$ cat src/rtl/frontend_inst_queue.sv
// Dual-issue instruction queue between fetch and decode: a circular buffer of {pc, inst} entries.
// Define FRONTEND_INST_QUEUE_PERF_EN to build the empty/full performance counters.
module frontend_inst_queue #(
  parameter int unsigned DEPTH = 8
) (
  input  logic        clk,
  input  logic        rst,
  input  logic [1:0]  f_valid_i,
  input  logic [63:0] f_inst_i,
  input  logic [63:0] f_pc_i,
  output logic        f_ready_o,
  output logic [63:0] inst_o,
  output logic [63:0] pc_o,
  output logic [1:0]  inst_valid_o,
  input  logic [1:0]  issue_i,
  input  logic        flush_i,
  output logic [31:0] empty_cnt_o,
  output logic [31:0] full_cnt_o
);

  localparam int unsigned PtrW = $clog2(DEPTH);
  localparam int unsigned CntW = PtrW + 1;
  localparam logic [CntW-1:0] ReadyMax = CntW'(DEPTH - 2);
  localparam logic [CntW-1:0] CntTwo   = CntW'(2);

  logic [31:0]     inst_mem [DEPTH];
  logic [31:0]     pc_mem   [DEPTH];
  logic [PtrW-1:0] head_q, head_d, tail_q, tail_d;
  logic [CntW-1:0] count_q, count_d;
  logic [PtrW-1:0] head_p1, tail_p1;
  logic [1:0]      issue_eff;
  logic [1:0]      pop_n, push_n;
  logic            accept;
  logic [31:0]     wr_inst, wr_pc;

  assign head_p1 = head_q + PtrW'(1);
  assign tail_p1 = tail_q + PtrW'(1);

  // Ready depends only on registered count so fetch never sees a combinational path from issue.
  assign f_ready_o       = (count_q <= ReadyMax);
  assign inst_valid_o[0] = (count_q != '0);
  assign inst_valid_o[1] = (count_q >= CntTwo);

  assign inst_o = {inst_mem[head_p1], inst_mem[head_q]};
  assign pc_o   = {pc_mem[head_p1], pc_mem[head_q]};

  assign accept = f_ready_o && (f_valid_i != 2'b00);

  // In-order pop only: slot 1 alone cannot retire ahead of slot 0.
  assign issue_eff = issue_i & inst_valid_o;

  always_comb begin
    pop_n = 2'd0;
    if (issue_eff[0]) begin
      pop_n = issue_eff[1] ? 2'd2 : 2'd1;
    end
  end

  always_comb begin
    push_n = 2'd0;
    if (accept) begin
      push_n = (f_valid_i == 2'b11) ? 2'd2 : 2'd1;
    end
  end

  // Compaction: the first valid slot always lands at the tail.
  always_comb begin
    wr_inst = f_inst_i[31:0];
    wr_pc   = f_pc_i[31:0];
    if (!f_valid_i[0]) begin
      wr_inst = f_inst_i[63:32];
      wr_pc   = f_pc_i[63:32];
    end
  end

  always_comb begin
    head_d  = head_q + PtrW'(pop_n);
    tail_d  = tail_q + PtrW'(push_n);
    count_d = count_q - CntW'(pop_n) + CntW'(push_n);
    if (flush_i) begin
      head_d  = '0;
      tail_d  = '0;
      count_d = '0;
    end
  end

  always_ff @(posedge clk) begin
    if (rst) begin
      head_q  <= '0;
      tail_q  <= '0;
      count_q <= '0;
    end else begin
      head_q  <= head_d;
      tail_q  <= tail_d;
      count_q <= count_d;
    end
  end

  always_ff @(posedge clk) begin
    if (accept) begin
      inst_mem[tail_q] <= wr_inst;
      pc_mem[tail_q]   <= wr_pc;
      if (f_valid_i == 2'b11) begin
        inst_mem[tail_p1] <= f_inst_i[63:32];
        pc_mem[tail_p1]   <= f_pc_i[63:32];
      end
    end
  end

`ifdef FRONTEND_INST_QUEUE_PERF_EN
  logic [31:0] empty_cnt_q, full_cnt_q;

  always_ff @(posedge clk) begin
    if (rst) begin
      empty_cnt_q <= '0;
      full_cnt_q  <= '0;
    end else begin
      if ((count_q == '0) && (empty_cnt_q != 32'hFFFF_FFFF)) begin
        empty_cnt_q <= empty_cnt_q + 32'd1;
      end
      if ((f_valid_i != 2'b00) && !f_ready_o && (full_cnt_q != 32'hFFFF_FFFF)) begin
        full_cnt_q <= full_cnt_q + 32'd1;
      end
    end
  end

  assign empty_cnt_o = empty_cnt_q;
  assign full_cnt_o  = full_cnt_q;
`else
  assign empty_cnt_o = 32'd0;
  assign full_cnt_o  = 32'd0;
`endif

endmodule
$ cat config.mk
export PLATFORM = sky130hd
export DESIGN_NAME = frontend_inst_queue
export DESIGN_NICKNAME = d
export VERILOG_FILES = /design/src/rtl/frontend_inst_queue.sv
export SDC_FILE = /design/constraint.sdc
export NUM_CORES = 1
export LEC_CHECK = 0
export CORE_ASPECT_RATIO = 1.5
export CORE_MARGIN = 2
export CORE_UTILIZATION = 45
export CTS_BUF_LIST = sky130_fd_sc_hd__clkbuf_4
export CTS_CLUSTER_DIAMETER = 150
export DETAILED_ROUTE_END_ITERATION = 6
export PLACE_DENSITY = 0.7
export REMOVE_ABC_BUFFERS = 1
export SYNTH_ARGS = -nofsm -noshare
export SYNTH_HDL_FRONTEND = slang
export SYNTH_SLANG_ARGS = --single-unit
export TNS_END_PERCENT = 100
$ cat constraint.sdc
create_clock -name clk -period 12 [get_ports clk]
set_clock_uncertainty 0.15 [all_clocks]
set_input_delay 2.4 -clock clk [delete_from_list [all_inputs] [get_ports clk]]
set_output_delay 2.4 -clock clk [all_outputs]
set_load 0.01 [all_outputs]
==> results.md, run 1 <==
- Max_cap viols: 0
- Most common flop cell mapped by yosys: edfxtp_1
- Delay-heaviest family, CP: buffers and inverters
- Max incr delay on CP: 890 ps
- Vias per inst: 6.07
- Synthesized area: 31400 um2
- Worst Hold Launch: count_q[0]
- Syn-to-layout area delta: 15.2%
- Final worst setup slack: 4390 ps
- Worst reg-to-reg path cell count: 7
- Sequential cell area: 15600 um2
- Root Buffer: clkbuf_4
- CTS clock-pin slew for the worst setup and hold paths: 60 ps
- WS Path Type: reg -> out
- Power per cell area: 164 nW/um2
- Hold Crit Class: reg -> reg
- Synth Area in Adders: 0.654%
- Leak: 11.8 nW
- Fill count: 5588
- Starting Density: 45.5%
- CP most frequent cell: buf_12
- Unrepaired setup endpoints after global routing: false
- Hold Path Cell Cnt: 2
- CTS tree: yes
- Multiplexer share of the synthesized area: 43.8%
- Core area: 68900 um2
- Io pins: 330
- Post-synth EDFFs: 512
- Post-DP HPWL: 49.6 mm
- Cells after synthesis: 1768
- Final Max Tran Viols: 0
- Post-Route Setup TNS: 0 ps
- Post-CTS setup buffer count: 0
- Status: finished, final reports clean
- Endpoints failing hold: 0
- Via count: 18.5k
- Height of the die: 327 um
- Nets: 2218
- Tmin final: 7610 ps
- 1st-iter DRT viols: 1335
- RR Startpoint: tail_q[0]
- Placed cells: 2835
- Main combinational cell family by area after synthesis: multiplexers
- Sink Count: 522
- Hold_buf cts: 0
- Vias in the first global route: 20.3k
- GRT Residual Overflow: 0
- Post-layout util: 52.4%
- Post-CTS Resized: 0
- CP Max Fanout: 155
- Yosys cell types: 39
- Hold EP: count_q[0]
- Post-Route WL: 87.3 mm
- CTS buffer count: 132
- Peak VDD IR: 0.0875 mV
- Slowest CP cell: ha_4
- Post-route ant nets: 0
- Register area share after synthesis: 49.7%
- Flops & latches, synth: 522
- Initial antenna violation count: 10
- Crit. End Element: output port
- Achievable clock frequency: 131 MHz
- Slew margin rel.: 20.4%
- Syn Area/Cell: 17.7 um2
- First-pass GRT wire length: 129 mm
- Final period utilization: 63.4%
- Async S/R FF share, synth: 0%
- First-pass detailed-route iteration total: 5
- WL per Instance: 28.6 um
- Post-synthesis xor/xnor area fraction: 0.195%
- Dpl ws: 5090 ps
- Tot GR Track Use: 24.6%
- Warnings, synthesis: 0
- Drt drc: 0
- Synth Area in Simple Gates: 0.726%
- R2R setup slack: 8310 ps
- Worst path bufs/invs: 3
- Longest Clk Path Bufs: 3
- Share of cells above drive strength 1: 56.1%
- Setup violators final: 0
- Area of the multi-input gates: 14700 um2
- Clk_lat worst skew: 900 ps
- Largest net degree at the start of global routing: 156
- H-Tree Depth: 4
- RR Endpoint: pc_mem[3][16]
- Die Wd: 220 um
- I/O Buffers: 265
- Critical Path RT: 9450 ps
- Die area: 71900 um2
- Fin cells: 3053
- Rows: 118
- GP Congestion: 0.769
- Worst-path cell chain: buf_12 -> ha_4 -> buf_12 -> mux4_2 -> mux2_2 -> clkdlybuf4s50_1
- Total power: 0.00592 W
- Complex-gate fraction of the synthesized area: 0.311%
- Worst path arrival time: 5060 ps
- Worst-Margin Slew: 1190 ps
- Crit path launch type: flop
## worst min-delay path, delay by kind of cell (launching register included)
family,cells,cell delay [ps]
flops,1,380
fa+ha+maj,1,150
simple gates,1,100
## cell families (layout without fill, tap and decap cells)
group	Yosys count	in the layout
AOI/OAI and AO/OA	14	14
xor gates and xnor gates	7	7
adders and majority gates	14	14
buffers and inverters	212	532
DFF	522	522
muxes	961	961
other	1	66
and+or+nand+nor	37	37
## registers in the layout, summed over array words and instances, names as in the netlist
signal,flops
pc_mem,256
count_q,4
head_q,3
inst_mem,256
tail_q,3
## how the worst max path moves through the flow
stage,cells after the start,start,slack [ps],end
final,6,head_q[0],4390,pc_o[55]
after global routing,6,head_q[0],3970,inst_o[44]
after CTS,6,head_q[0],4080,pc_o[52]
after detailed placement,6,head_q[0],5090,pc_o[52]
after global placement,6,head_q[0],5150,pc_o[52]
after floorplan,3,head_q[0],-4670,inst_o[32]
## metal layers
layer	track usage, %	vias to the layer above	part of all wire, %
met1	29.1	9759	38
li1	-	7894	-
met5	0	-	0.096
met2	43.9	683	53
met4	8.75	14	2.6
met3	5.04	175	6.4
## synth_stat cells, types with 3 or more instances
cell type	count	area share, %
mux2_1	9	0.32
dfxtp_1	10	0.64
inv_1	9	0.11
nand3_1	3	0.048
nor3_1	3	0.048
buf_4	76	1.8
mux4_2	256	18
buf_6	40	1.4
fa_1	4	0.26
xor2_1	3	0.084
edfxtp_1	512	49
buf_1	11	0.13
and2_1	6	0.12
ha_1	10	0.40
mux2_2	686	25
buf_2	58	0.93
and3_1	4	0.080
o21ai_0	4	0.064
nand4_1	8	0.16
o31ai_1	4	0.096
xnor2_1	4	0.11
mux2_4	9	0.43
clkbuf_1	17	0.20
nand2_1	3	0.036
## placed cells by master (no fill, tap or decap), types with 6 or more instances in the layout
| master | netlist | final |
|---|---|---|
| clkinv_1 | 0 | 19 |
| nand4_1 | 8 | 8 |
| mux2_1 | 9 | 9 |
| and2_1 | 6 | 6 |
| dfxtp_1 | 10 | 7 |
| edfxtp_1 | 512 | 512 |
| buf_4 | 76 | 41 |
| bufinv_16 | 0 | 7 |
| mux2_4 | 9 | 9 |
| clkbuf_4 | 0 | 178 |
| mux2_2 | 686 | 686 |
| conb_1 | 1 | 64 |
| clkdlybuf4s50_1 | 0 | 264 |
| ha_1 | 10 | 9 |
| mux4_2 | 256 | 256 |
| inv_1 | 9 | 9 |
## where the power goes
group	total, W	internal, W	leakage, nW	switching, W
clock	0.00158	0.000836	0.985	0.000744
combinational	0.00205	0.00115	6.05	0.000900
sequential	0.00228	0.00221	4.77	0.0000766
## per-stage QoR
stage               hold slack (ps)  cell area, um2
detailed placement              502           34400
CTS                             514           36100
global placement                492           34400
floorplan                       416           30200
finish                          509           36100
global route                    567           36100
## final cells by class
class / count / area share, %
clock inverters: 38 / 0.966
multi-input cells: 1097 / 40.7
clock buffers: 178 / 3.70
flip-flops and latches: 522 / 43.2
well taps: 900 / 3.12
diodes: 2 / 0.0139
inverters: 9 / 0.0935
repair buffers: 307 / 8.28
No activity file was read; power rests on OpenSTA's default activity.
==> run 2: changes to the inputs <==
==> constraint.sdc (replaced) <==
create_clock -name clk -period 7.95 [get_ports clk]
set_clock_uncertainty 0.15 [all_clocks]
set_input_delay 1.59 -clock clk [delete_from_list [all_inputs] [get_ports clk]]
set_output_delay 1.59 -clock clk [all_outputs]
set_load 0.01 [all_outputs]
==> run 2 against run 1 <==
  * Sequential share of layout area up 0.13 points
  * Global-route usage up 0.30 points
  * Critical path depth down 1
  * Largest cell class unchanged
==> results.md, run 2 (synthesis gave the netlist of run 1 again) <==
- Status: finished, final reports clean
- Worst-Margin Slew: 1110 ps
- Post-DP HPWL: 50.6 mm
- Vias in the first global route: 20.7k
- Setup violators final: 0
- Worst path bufs/invs: 2
- Post-Route WL: 87.9 mm
- Clk_lat worst skew: 900 ps
- Most common cell after layout, fill and taps aside: mux2_2
- Post-route ant nets: 0
- Final period utilization: 82.0%
- CP endpoint: pc_o[55]
- WS Path Type: reg -> out
- Area of the multi-input gates: 14700 um2
- H-Tree Depth: 4
- Top flop regs: inst_mem: 256 flops, pc_mem: 256 flops, count_q: 4 flops
- Max incr delay on CP: 990 ps
- Initial antenna violation count: 9
- Vias per inst: 6.10
- Crit path launch type: flop
- R2R setup slack: 4290 ps
- Critical Path RT: 6210 ps
- Endpoints failing hold: 0
- Post-CTS Resized: 0
- Worst reg-to-reg path cell count: 6
- Commonest non-fill, non-tap cells in the layout: mux2_2, edfxtp_1, clkdlybuf4s50_1
- Core area: 68900 um2
- Fill count: 5614
- Starting Density: 45.5%
- CTS buffer count: 130
- 1st-iter DRT viols: 1464
- CTS tree: yes
- Die Wd: 220 um
- Syn-to-layout area delta: 14.8%
- Achievable clock frequency: 153 MHz
- Final worst setup slack: 1430 ps
- Power per cell area: 244 nW/um2
- Slowest CP cell: ha_4
- Tot GR Track Use: 24.9%
- GP Congestion: 0.771
- Tmin final: 6520 ps
- Hold Slack: 516 ps
- Worst-path cell chain: ha_4 -> buf_12 -> mux4_2 -> mux2_2 -> clkdlybuf4s50_1
- Max_cap viols: 0
- Sink Count: 522
- Delay-heaviest family, CP: buffers and inverters
- Sequential cell area: 15600 um2
- Io pins: 330
- Root Buffer: clkbuf_4
- Largest net degree at the start of global routing: 142
- WL per Instance: 28.8 um
- Longest Clk Path Bufs: 3
- RR Endpoint: pc_mem[1][11]
- Hold Crit Class: reg -> reg
- Nets: 2217
- Via count: 18.6k
- GRT Residual Overflow: 0
- First-pass detailed-route iteration total: 5
- Crit path from: head_q[0]
- Die area: 71900 um2
- Slew margin rel.: 26.1%
- Peak VDD IR: 0.148 mV
- Drt drc: 0
- WP depth: 5
- Post-CTS setup buffer count: 0
- Leak: 11.7 nW
- Worst path arrival time: 4780 ps
- I/O Buffers: 265
- Hold_buf cts: 0
- Share of cells above drive strength 1: 55.9%
- First-pass GRT wire length: 131 mm
- CP Max Fanout: 57
- Dpl ws: 2200 ps
- Rows: 118
- CTS clock-pin slew for the worst setup and hold paths: 70 ps
- RR Startpoint: count_q[3]
- Crit. End Element: output port
- Final Max Tran Viols: 0
- Height of the die: 327 um
- Unrepaired setup endpoints after global routing: false
run 2: cell count changes in the layout (fill, tap and decap cells not counted), sizes merged:
cell	previous run	this run
buf	43	44
bufinv	7	4
clkinv	25	21
clkinvlp	3	1
inv	12	14
diode	2	8
clkbuf	178	175
run 2: tightest hold or removal path, stage by stage (launching register included):
cell and delay [ps]:
dfxtp_1 390, ha_1 150, and2_1 100
run 2: worst min path at each step:
| stage | from | endpoint | slack [ps] | cells past startpoint |
|---|---|---|---|---|
| CTS | count_q[0] | count_q[0] | 510 | 2 |
| finish | count_q[0] | count_q[0] | 520 | 2 |
| global route | count_q[0] | count_q[0] | 560 | 2 |
| floorplan | count_q[0] | count_q[0] | 420 | 2 |
| global placement | count_q[0] | count_q[0] | 480 | 2 |
| detailed placement | count_q[0] | count_q[0] | 500 | 2 |
run 2: routing by layer:
layer	routed length [um]	part of all wire [%]	global-route usage [%]
met5	64	0.073	0
met4	3430	3.9	11.4
met3	5420	6.2	4.48
met2	46100	52	43.8
met1	32900	37	29.5
run 2: where the power goes:
group / internal (W) / total (W) / switching, W
combinational: 0.00174 / 0.00308 / 0.00134
sequential: 0.00333 / 0.00348 / 0.000147
clock: 0.00114 / 0.00223 / 0.00109
run 2: area by class of cell:
type	count	share of cell area (%)
timing repair buffer	308	8.36
clock buffer	175	3.65
clock inverter	31	0.632
multi-input combinational	1097	40.8
sequential	522	43.3
antenna	8	0.0556
tap	900	3.13
inverter	9	0.0938
run 2: through the flow:
stage	cells	instance area (um2)	power (W)	TNS [ps]	util, %
floorplan	1628	30200	0.00570	-915460	-
global placement	2836	34400	0.00658	0	50.0
detailed placement	2836	34400	0.00663	0	50.0
CTS	3042	36000	0.00889	0	52.2
global route	3046	36000	0.00919	0	52.2
finish	3050	36000	0.00879	0	52.2
==> run 3: changes to the inputs <==
--- a/config.mk
+++ b/config.mk
@@ -11,7 +11,7 @@
 export CTS_BUF_LIST = sky130_fd_sc_hd__clkbuf_4
 export CTS_CLUSTER_DIAMETER = 150
 export DETAILED_ROUTE_END_ITERATION = 6
-export PLACE_DENSITY = 0.7
+export PLACE_DENSITY = 0.72
 export REMOVE_ABC_BUFFERS = 1
 export SYNTH_ARGS = -nofsm -noshare
 export SYNTH_HDL_FRONTEND = slang
==> constraint.sdc (replaced) <==
create_clock -name clk -period 5.8 [get_ports clk]
set_clock_uncertainty 0.15 [all_clocks]
set_input_delay 1.16 -clock clk [delete_from_list [all_inputs] [get_ports clk]]
set_output_delay 1.16 -clock clk [all_outputs]
set_load 0.01 [all_outputs]
==> run 3 against run 2 <==
  * First-iteration DRC count is 6.4% lower
  * Via count rose by 0.54%
  * Hold slack lost 20 ps
  * Clock power up 51%
  * Global-route usage down 0.20 points
  * Cell area up 0.92%
  * Routed wire length is 0.16% lower
  * Critical path type unchanged
  * Highest routed layer unchanged
==> results.md, run 3 (synthesis gave the netlist of run 1 again) <==
- Largest net degree at the start of global routing: 130
- RR Endpoint: inst_mem[1][29]
- Unrepaired setup endpoints after global routing: false
- Sink Count: 522
- Worst-Margin Slew: 1100 ps
- Die area: 71900 um2
- Tmin final: 5480 ps
- Vias per inst: 6.09
- Worst-path cell chain: ha_4 -> buf_4 -> mux4_2 -> mux2_2 -> clkdlybuf4s50_1
- Post-route ant nets: 0
- Placed cells: 2837
- Die Wd: 220 um
- Rows: 118
- Fill count: 5566
- Share of cells above drive strength 1: 55.9%
- Root Buffer: clkbuf_4
- Io pins: 330
- Commonest non-fill, non-tap cells in the layout: mux2_2, edfxtp_1, clkdlybuf4s50_1
- Post-Route WL: 87.8 mm
- Setup violators final: 0
- WL per Instance: 28.6 um
- First-pass detailed-route iteration total: 5
- Post-CTS Resized: 0
- Worst path arrival time: 4170 ps
- Crit path launch type: flop
- GRT Residual Overflow: 0
- Most common cell after layout, fill and taps aside: mux2_2
- Leak: 11.9 nW
- Post-DP HPWL: 49.7 mm
- I/O Buffers: 265
- Clk_lat worst skew: 890 ps
- Nets: 2219
- Peak VDD IR: 0.176 mV
- Final Cell Area: 36300 um2
- Area post-placement: 34600 um2
- First-pass GRT wire length: 129 mm
- Post-CTS setup buffer count: 0
- Drt drc: 0
- CTS buffer count: 131
- Hold Path Cell Cnt: 2
- Max_cap viols: 0
- Crit. End Element: output port
- Critical Path RT: 4490 ps
- CTS tree: yes
- Worst Hold Launch: count_q[0]
- Longest Clk Path Bufs: 3
- WS Path Type: reg -> out
- R2R setup slack: 2330 ps
- Achievable clock frequency: 182 MHz
- Status: finished, final reports clean
- Starting Density: 45.5%
- Height of the die: 327 um
- Endpoints failing hold: 0
- GP Congestion: 0.780
- Hold EP: count_q[0]
- RR Startpoint: tail_q[0]
- Worst reg-to-reg path cell count: 6
- Total power: 0.0124 W
- Slew margin rel.: 26.8%
- Fin cells: 3070
- Hold_buf cts: 0
- Final period utilization: 94.5%
- Vias in the first global route: 20.3k
- Slowest CP cell: ha_4
- Top flop regs: inst_mem: 256 flops, pc_mem: 256 flops, count_q: 4 flops
- Power per cell area: 341 nW/um2
- Max incr delay on CP: 780 ps
- Hold Crit Class: reg -> reg
- H-Tree Depth: 4
- Crit path from: head_q[0]
- Syn-to-layout area delta: 15.9%
- Tot GR Track Use: 24.7%
- Final Max Tran Viols: 0
- 1st-iter DRT viols: 1371
- CP Max Fanout: 37
- CTS clock-pin slew for the worst setup and hold paths: 60 ps
- Core area: 68900 um2
- Via count: 18.7k
- Initial antenna violation count: 7
## run 3: cell count changes in the layout (fill, tap and decap cells not counted), sizes merged
cell      delta
inv          -3
bufinv       +4
buf          +1
clkinvlp     -1
clkinv      +13
diode        -5
clkbuf      +11
## run 3: layout make-up
type	count	area (um2)	area share, %
Timing Repair Buffer	309	3120	8.58
Inverter	9	33.8	0.0930
Clock buffer	186	1400	3.84
Sequential cell	522	15600	42.9
Antenna cell	3	7.51	0.0207
Tap cell	900	1130	3.10
Multi-Input combinational cell	1097	14700	40.4
Clock inverter	44	382	1.05
## run 3: per-layer routing
layer,share of wire (%),wire length [um],vias to the layer above,GRT usage (%)
met1,38,33300,9830,29.6
met4,3.0,2660,8,9.53
li1,-,-,7903,-
met2,53,46400,802,44.1
met5,0.052,46,-,0
met3,6.1,5380,160,4.07
## run 3: through the flow
| step | setup TNS [ps] | hold slack, ps | worst slack (ps) | util [%] |
|---|---|---|---|---|
| floorplan | -2022710 | 416 | -9630 | - |
| global placement | 0 | 464 | 1180 | 50.1 |
| detailed placement | 0 | 493 | 1140 | 50.1 |
| CTS | 0 | 508 | 152 | 52.7 |
| global route | 0 | 529 | 50.7 | 52.7 |
| finish | 0 | 496 | 318 | 52.7 |
## run 3: worst max path at each step
stage	endpoint	slack, ps	depth (start not counted)
floorplan	inst_o[32]	-9630	3
global placement	inst_o[39]	1180	5
detailed placement	inst_o[39]	1140	5
CTS	inst_o[39]	150	5
global route	inst_o[39]	50	5
finish	inst_o[39]	320	5
## run 3: power breakdown
group,internal [W],switching [W],leakage [nW]
Combinational,0.00242,0.00188,6.11
Sequential,0.00457,0.000174,4.77
Clock,0.00183,0.00153,1.04
## run 3: worst max-delay path, delay by kind of cell, from the launching register on
family / cells / cell delay [ps]
DFF: 1 / 750
muxes: 2 / 840
buffers and inverters: 2 / 890
adders and majority gates: 1 / 780
